## config.mk

```make
export PLATFORM = sky130hd
export DESIGN_NAME = fetch_unit
export DESIGN_NICKNAME = d
export VERILOG_FILES = /design/src/rtl/fetch_pkg.sv /design/src/rtl/next_pc_calc.sv /design/src/rtl/fetch_unit.sv
export SDC_FILE = /design/constraint.sdc
export NUM_CORES = 1
export LEC_CHECK = 0
export BUFFER_PORTS_ARGS = -buffer_cell sky130_fd_sc_hd__buf_4
export CAP_MARGIN = 20
export CORE_ASPECT_RATIO = 0.5
export CORE_UTILIZATION = 40
export CTS_CLUSTER_SIZE = 25
export DETAILED_ROUTE_END_ITERATION = 8
export PLACE_DENSITY = 0.68
export SYNTH_ARGS = -nofsm -noshare
export SYNTH_HDL_FRONTEND = slang
export SYNTH_SLANG_ARGS = --single-unit
```

## constraint.sdc

```tcl
create_clock -name clk -period 4.2 [get_ports clk]
set_clock_uncertainty 0.15 [all_clocks]
set_input_delay 0.84 -clock clk [delete_from_list [all_inputs] [get_ports clk]]
set_output_delay 0.84 -clock clk [all_outputs]
set_load 0.05 [all_outputs]
```

## src/rtl/fetch_pkg.sv

```systemverilog
// Shared types and constants for the instruction-fetch stage.
package fetch_pkg;

  typedef enum logic [1:0] {
    RESET_S = 2'd0,
    FETCH   = 2'd1,
    HOLD    = 2'd2
  } fetch_state_t;

  localparam int unsigned INSN_WIDTH = 32;
  localparam int unsigned PC_INC     = 4;
  localparam logic [INSN_WIDTH-1:0] NOP_INSN = '0;

endpackage

```

## src/rtl/next_pc_calc.sv

```systemverilog
// Combinational next-PC selection: sequential step or PC-relative word-offset branch.
module next_pc_calc
  import fetch_pkg::*;
#(
  parameter int unsigned PC_WIDTH = 64
) (
  input  logic [PC_WIDTH-1:0] pc,
  input  logic                jp,
  input  logic                cond_br,
  input  logic                alu_zero,
  input  logic [63:0]         branch_offset,
  output logic [PC_WIDTH-1:0] next_pc,
  output logic                taken
);

  logic [PC_WIDTH-1:0] w_off;

  // Offset counts words; sign-extend or truncate to the PC width before scaling.
  assign w_off   = PC_WIDTH'($signed(branch_offset));
  assign taken   = jp | (cond_br & ~alu_zero);
  assign next_pc = taken ? (pc + (w_off << 2)) : (pc + PC_WIDTH'(PC_INC));

endmodule

```

## src/rtl/fetch_unit.sv

```systemverilog
// Instruction-fetch stage: PC register, imem req/ack handshake, instruction latch.
// Optional FETCH_BRANCH_COUNT_EN adds a 32-bit taken-branch counter output.
module fetch_unit
  import fetch_pkg::*;
#(
  parameter int unsigned          PC_WIDTH = 64,
  parameter logic [PC_WIDTH-1:0]  RESET_PC = '0
) (
  input  logic                  clk,
  input  logic                  reset,
  output logic                  imem_req,
  output logic [PC_WIDTH-1:0]   imem_addr,
  input  logic                  imem_ack,
  input  logic [INSN_WIDTH-1:0] imem_rdata,
  output logic [INSN_WIDTH-1:0] instruction,
  output logic                  inst_valid,
  input  logic                  inst_ready,
  input  logic                  jp,
  input  logic                  cond_br,
  input  logic                  alu_zero,
  input  logic [63:0]           branch_offset,
`ifdef FETCH_BRANCH_COUNT_EN
  output logic [31:0]           taken_count,
`endif
  output logic [PC_WIDTH-1:0]   pc
);

  fetch_state_t          r_state;
  logic [PC_WIDTH-1:0]   r_pc;
  logic [INSN_WIDTH-1:0] r_insn;
  logic [PC_WIDTH-1:0]   w_next_pc;
  logic                  w_taken;
  logic                  w_commit;

  next_pc_calc #(.PC_WIDTH(PC_WIDTH)) u_next_pc (
    .pc            (r_pc),
    .jp            (jp),
    .cond_br       (cond_br),
    .alu_zero      (alu_zero),
    .branch_offset (branch_offset),
    .next_pc       (w_next_pc),
    .taken         (w_taken)
  );

  assign w_commit = (r_state == HOLD) && inst_ready;

  always_ff @(posedge clk or posedge reset) begin
    if (reset) begin
      r_state <= RESET_S;
      r_pc    <= RESET_PC;
      r_insn  <= NOP_INSN;
    end else begin
      case (r_state)
        RESET_S: r_state <= FETCH;
        FETCH: begin
          if (imem_ack) begin
            r_insn  <= imem_rdata;
            r_state <= HOLD;
          end
        end
        HOLD: begin
          if (inst_ready) begin
            r_pc    <= w_next_pc;
            r_state <= FETCH;
          end
        end
        default: r_state <= RESET_S;
      endcase
    end
  end

`ifdef FETCH_BRANCH_COUNT_EN
  logic [31:0] r_taken_count;

  // Wraps naturally at 32 bits.
  always_ff @(posedge clk or posedge reset) begin
    if (reset) begin
      r_taken_count <= '0;
    end else if (w_commit && w_taken) begin
      r_taken_count <= r_taken_count + 32'd1;
    end
  end

  assign taken_count = r_taken_count;
`endif

  // Handshake strobes decode straight from the state register so reset drops them at once.
  assign imem_req    = (r_state == FETCH);
  assign inst_valid  = (r_state == HOLD);
  assign imem_addr   = r_pc;
  assign pc          = r_pc;
  assign instruction = r_insn;

endmodule
```

==> metrics <==
status complete, no violations; Synth top area share 30.8%; Most Used Layer, Global Route met2; Ant. Diodes 0; Ys Warns 0; Synth area leader dfrtp_1; max_slew headroom 36.8%; grt ovf 0; GR Util met1 27.8%; worst skew pair latency 0.35 ns; # hold bufs at CTS 0; worst r2r src imem_addr[2]; htree depth 3; Worst EP required 4.33 ns; Worst Hold End r_state[0]; RSZ-0062 raised after global routing no; CTS Buffer Depth 2; hold path cells 1; Post-synth EDFFs 0; flops & latches, synth 96; WL final 21500 microns; WP data arrival 4.15 ns; CTS Sinks 96; row cnt 35; Max Cap Violations 0; Slowest cell on crit path o41a_1; element type at the critical path start input port; hold path start r_state[1]; routability cong. 0.882; asr flop ratio synth 100%; final setup fails 0; PwrDens 868 nW/um^2; Avg Cell Area, Syn 8.42 sq um; port buffer count 258; Routed Antenna Nets 0; Die Footprint 20100 sq um; clock root buffer master clkbuf_16; CTS tree built; Starting Density 41.7%; Layout Cells excl Fill 1476; main area contributors after synthesis dfrtp_1 (31%), ha_1 (9.8%), buf_4 (6.3%); Syn Inst Count 928; HP Class flip-flop to flip-flop; drt initial violations 254; largest net degree at the start of global routing 93; placed instance count 1460; fillers 1722; Final HPWL DP 17000 microns; WS Path Type input port to flip-flop; vias in the first global route 6969; Synth-to-Final Area Change 37.2%; worst path cell trace buf_4 -> a21oi_4 -> buf_12 -> nor2b_1 -> ha_1 -> o21ai_1 -> o21ai_1 -> a211oi_2 -> o211ai_1 -> a31oi_1 -> buf_4 -> o41a_1 -> o41ai_4 -> a21oi_2 -> mux2_4 -> o211ai_2; nets 1378; Die Y 101 microns; core area 18700 sq um; Post-synth top flop dfrtp_1; Slew Limit Fails 0; CP max FO 18; layout cell share with drive strength beyond 1 36.9%; worst vdd ir 0.436 mV; Worst-path clk slew 0.07 ns; initial antenna violation count 0; Final WS setup 0.176 ns; Critical Path Max Stage Delay 0.50 ns; Num CTS Buffers 9; drt drc 0; first-pass GRT wire length 33900 microns; M3 GR Usage 4.38%; First-pass DRT Iterations 5; Total GRT Usage 21.0%; min Tclk post-route 4.02 ns; die width 200 microns; leakage 5.47 nW; sequential share of the synthesized area 30.8%; io pins 265; Vias/cell 5.01; routed wire length per instance 14.6 microns; Total Power Consumption 9.30 mW; Synth cell types 54; Vias 7399; reg2reg path depth 14; most instantiated cells after synthesis nand2_1 (122), dfrtp_1 (96), o21ai_0 (78), a21oi_1 (70), buf_4 (66); met2 GRT Util 35.4%; Mapped Area 7810 sq um; reg2reg setup slack 0.73 ns; top-count cell post-synth nand2_1; capturing point of the worst reg2reg path imem_addr[62]; fin crit share 95.8%; Hold Fails Final Rpt 0; utilization after layout 57.1%; worst slack, placed -0.343 ns; Fmax 249 MHz; actual slew at the worst max-slew pin 0.948 ns; crit end category flip-flop
==> layer usage <==
layer	share of wire [%]	vias up	wire, microns
li1	-	3757	-
met1	47	3438	10000
met2	47	183	10100
met3	5.1	21	1100
met4	1.4	0	303
met5	0	-	0
==> worst max-delay path, delay by kind of cell <==
family | cells | cell delay, ns
muxes | 1 | 0.32
adders and majority gates | 1 | 0.28
buffers and inverters | 3 | 0.48
and+or+nand+nor | 1 | 0.06
AOI/OAI and AO/OA | 10 | 2.16
==> metrics by stage <==
step                      hold WS [ns]  setup TNS [ns]  instance area [sq um]
after floorplan                  0.301               0                   7830
final                            0.341               0                  10700
after CTS                        0.346               0                  10700
after detailed placement         0.337           -3.30                  10400
after global placement           0.313           -1.92                  10400
after global routing             0.371               0                  10700
==> worst max path at each step <==
| stage | from | endpoint | slack (ns) | cells past startpoint |
|---|---|---|---|---|
| floorplan | alu_zero | imem_addr[63] | 0.06 | 16 |
| global placement | cond_br | imem_addr[62] | -0.27 | 16 |
| detailed placement | cond_br | imem_addr[62] | -0.34 | 16 |
| CTS | cond_br | imem_addr[62] | 0.03 | 16 |
| global route | cond_br | imem_addr[62] | 0.002 | 17 |
| finish | cond_br | imem_addr[63] | 0.18 | 16 |
==> power breakdown <==
group / internal [mW] / leakage, nW / switching, mW
clock network: 0.464 / 0.148 / 0.384
logic: 2.41 / 4.14 / 4.28
registers: 1.35 / 1.18 / 0.406
total: 4.23 / 5.47 / 5.07
==> layout make-up <==
cell class,instances,area (sq um),share of cell area [%]
clock buffers,9,225,2.10
well taps,259,324,3.03
multi-input cells,702,4720,44.1
flip-flops and latches,96,2400,22.4
inverters,22,85.1,0.794
repair buffers,382,2880,26.9
clock inverters,6,68.8,0.642
==> registers in the layout, indices dropped and copies added, names as in the netlist <==
| signal | flops |
|---|---|
| imem_addr | 62 |
| instruction | 32 |
| r_state | 2 |
==> cell usage in the layout (no fill, tap or decap), types with 4 or more instances in the layout <==
cell type and n:
a211oi_2 4, a21o_1 39, a21oi_1 69, a31oi_1 13, and3_1 5, buf_4 380
clkbuf_16 9, conb_1 4, dfrtp_1 96, ha_1 61, inv_1 21, mux2_2 32
nand2_1 121, nand3_1 13, nand4_1 22, nor2_1 33, nor2b_1 64, nor3_1 8
o211ai_1 7, o21a_1 8, o21ai_0 75, o21ai_1 6, o21bai_1 14, o31ai_1 9
xnor2_1 33, xor2_1 19
==> what timing repair did <==
action	4_1_cts	5_1_grt
setup buffers	0	1
pin swaps	1	3
endpoints found under the setup margin	1	14
resized for setup	0	11
==> cell families after synthesis <==
kind of cell / synth area share [%]
adders and majority gates: 10.0
DFF: 30.8
and+or+nand+nor: 17.3
xor gates and xnor gates: 5.83
muxes: 5.06
buffers and inverters: 9.66
other: 0.0480
AOI/OAI and AO/OA: 21.4
No activity file was read; power rests on OpenSTA's default activity.
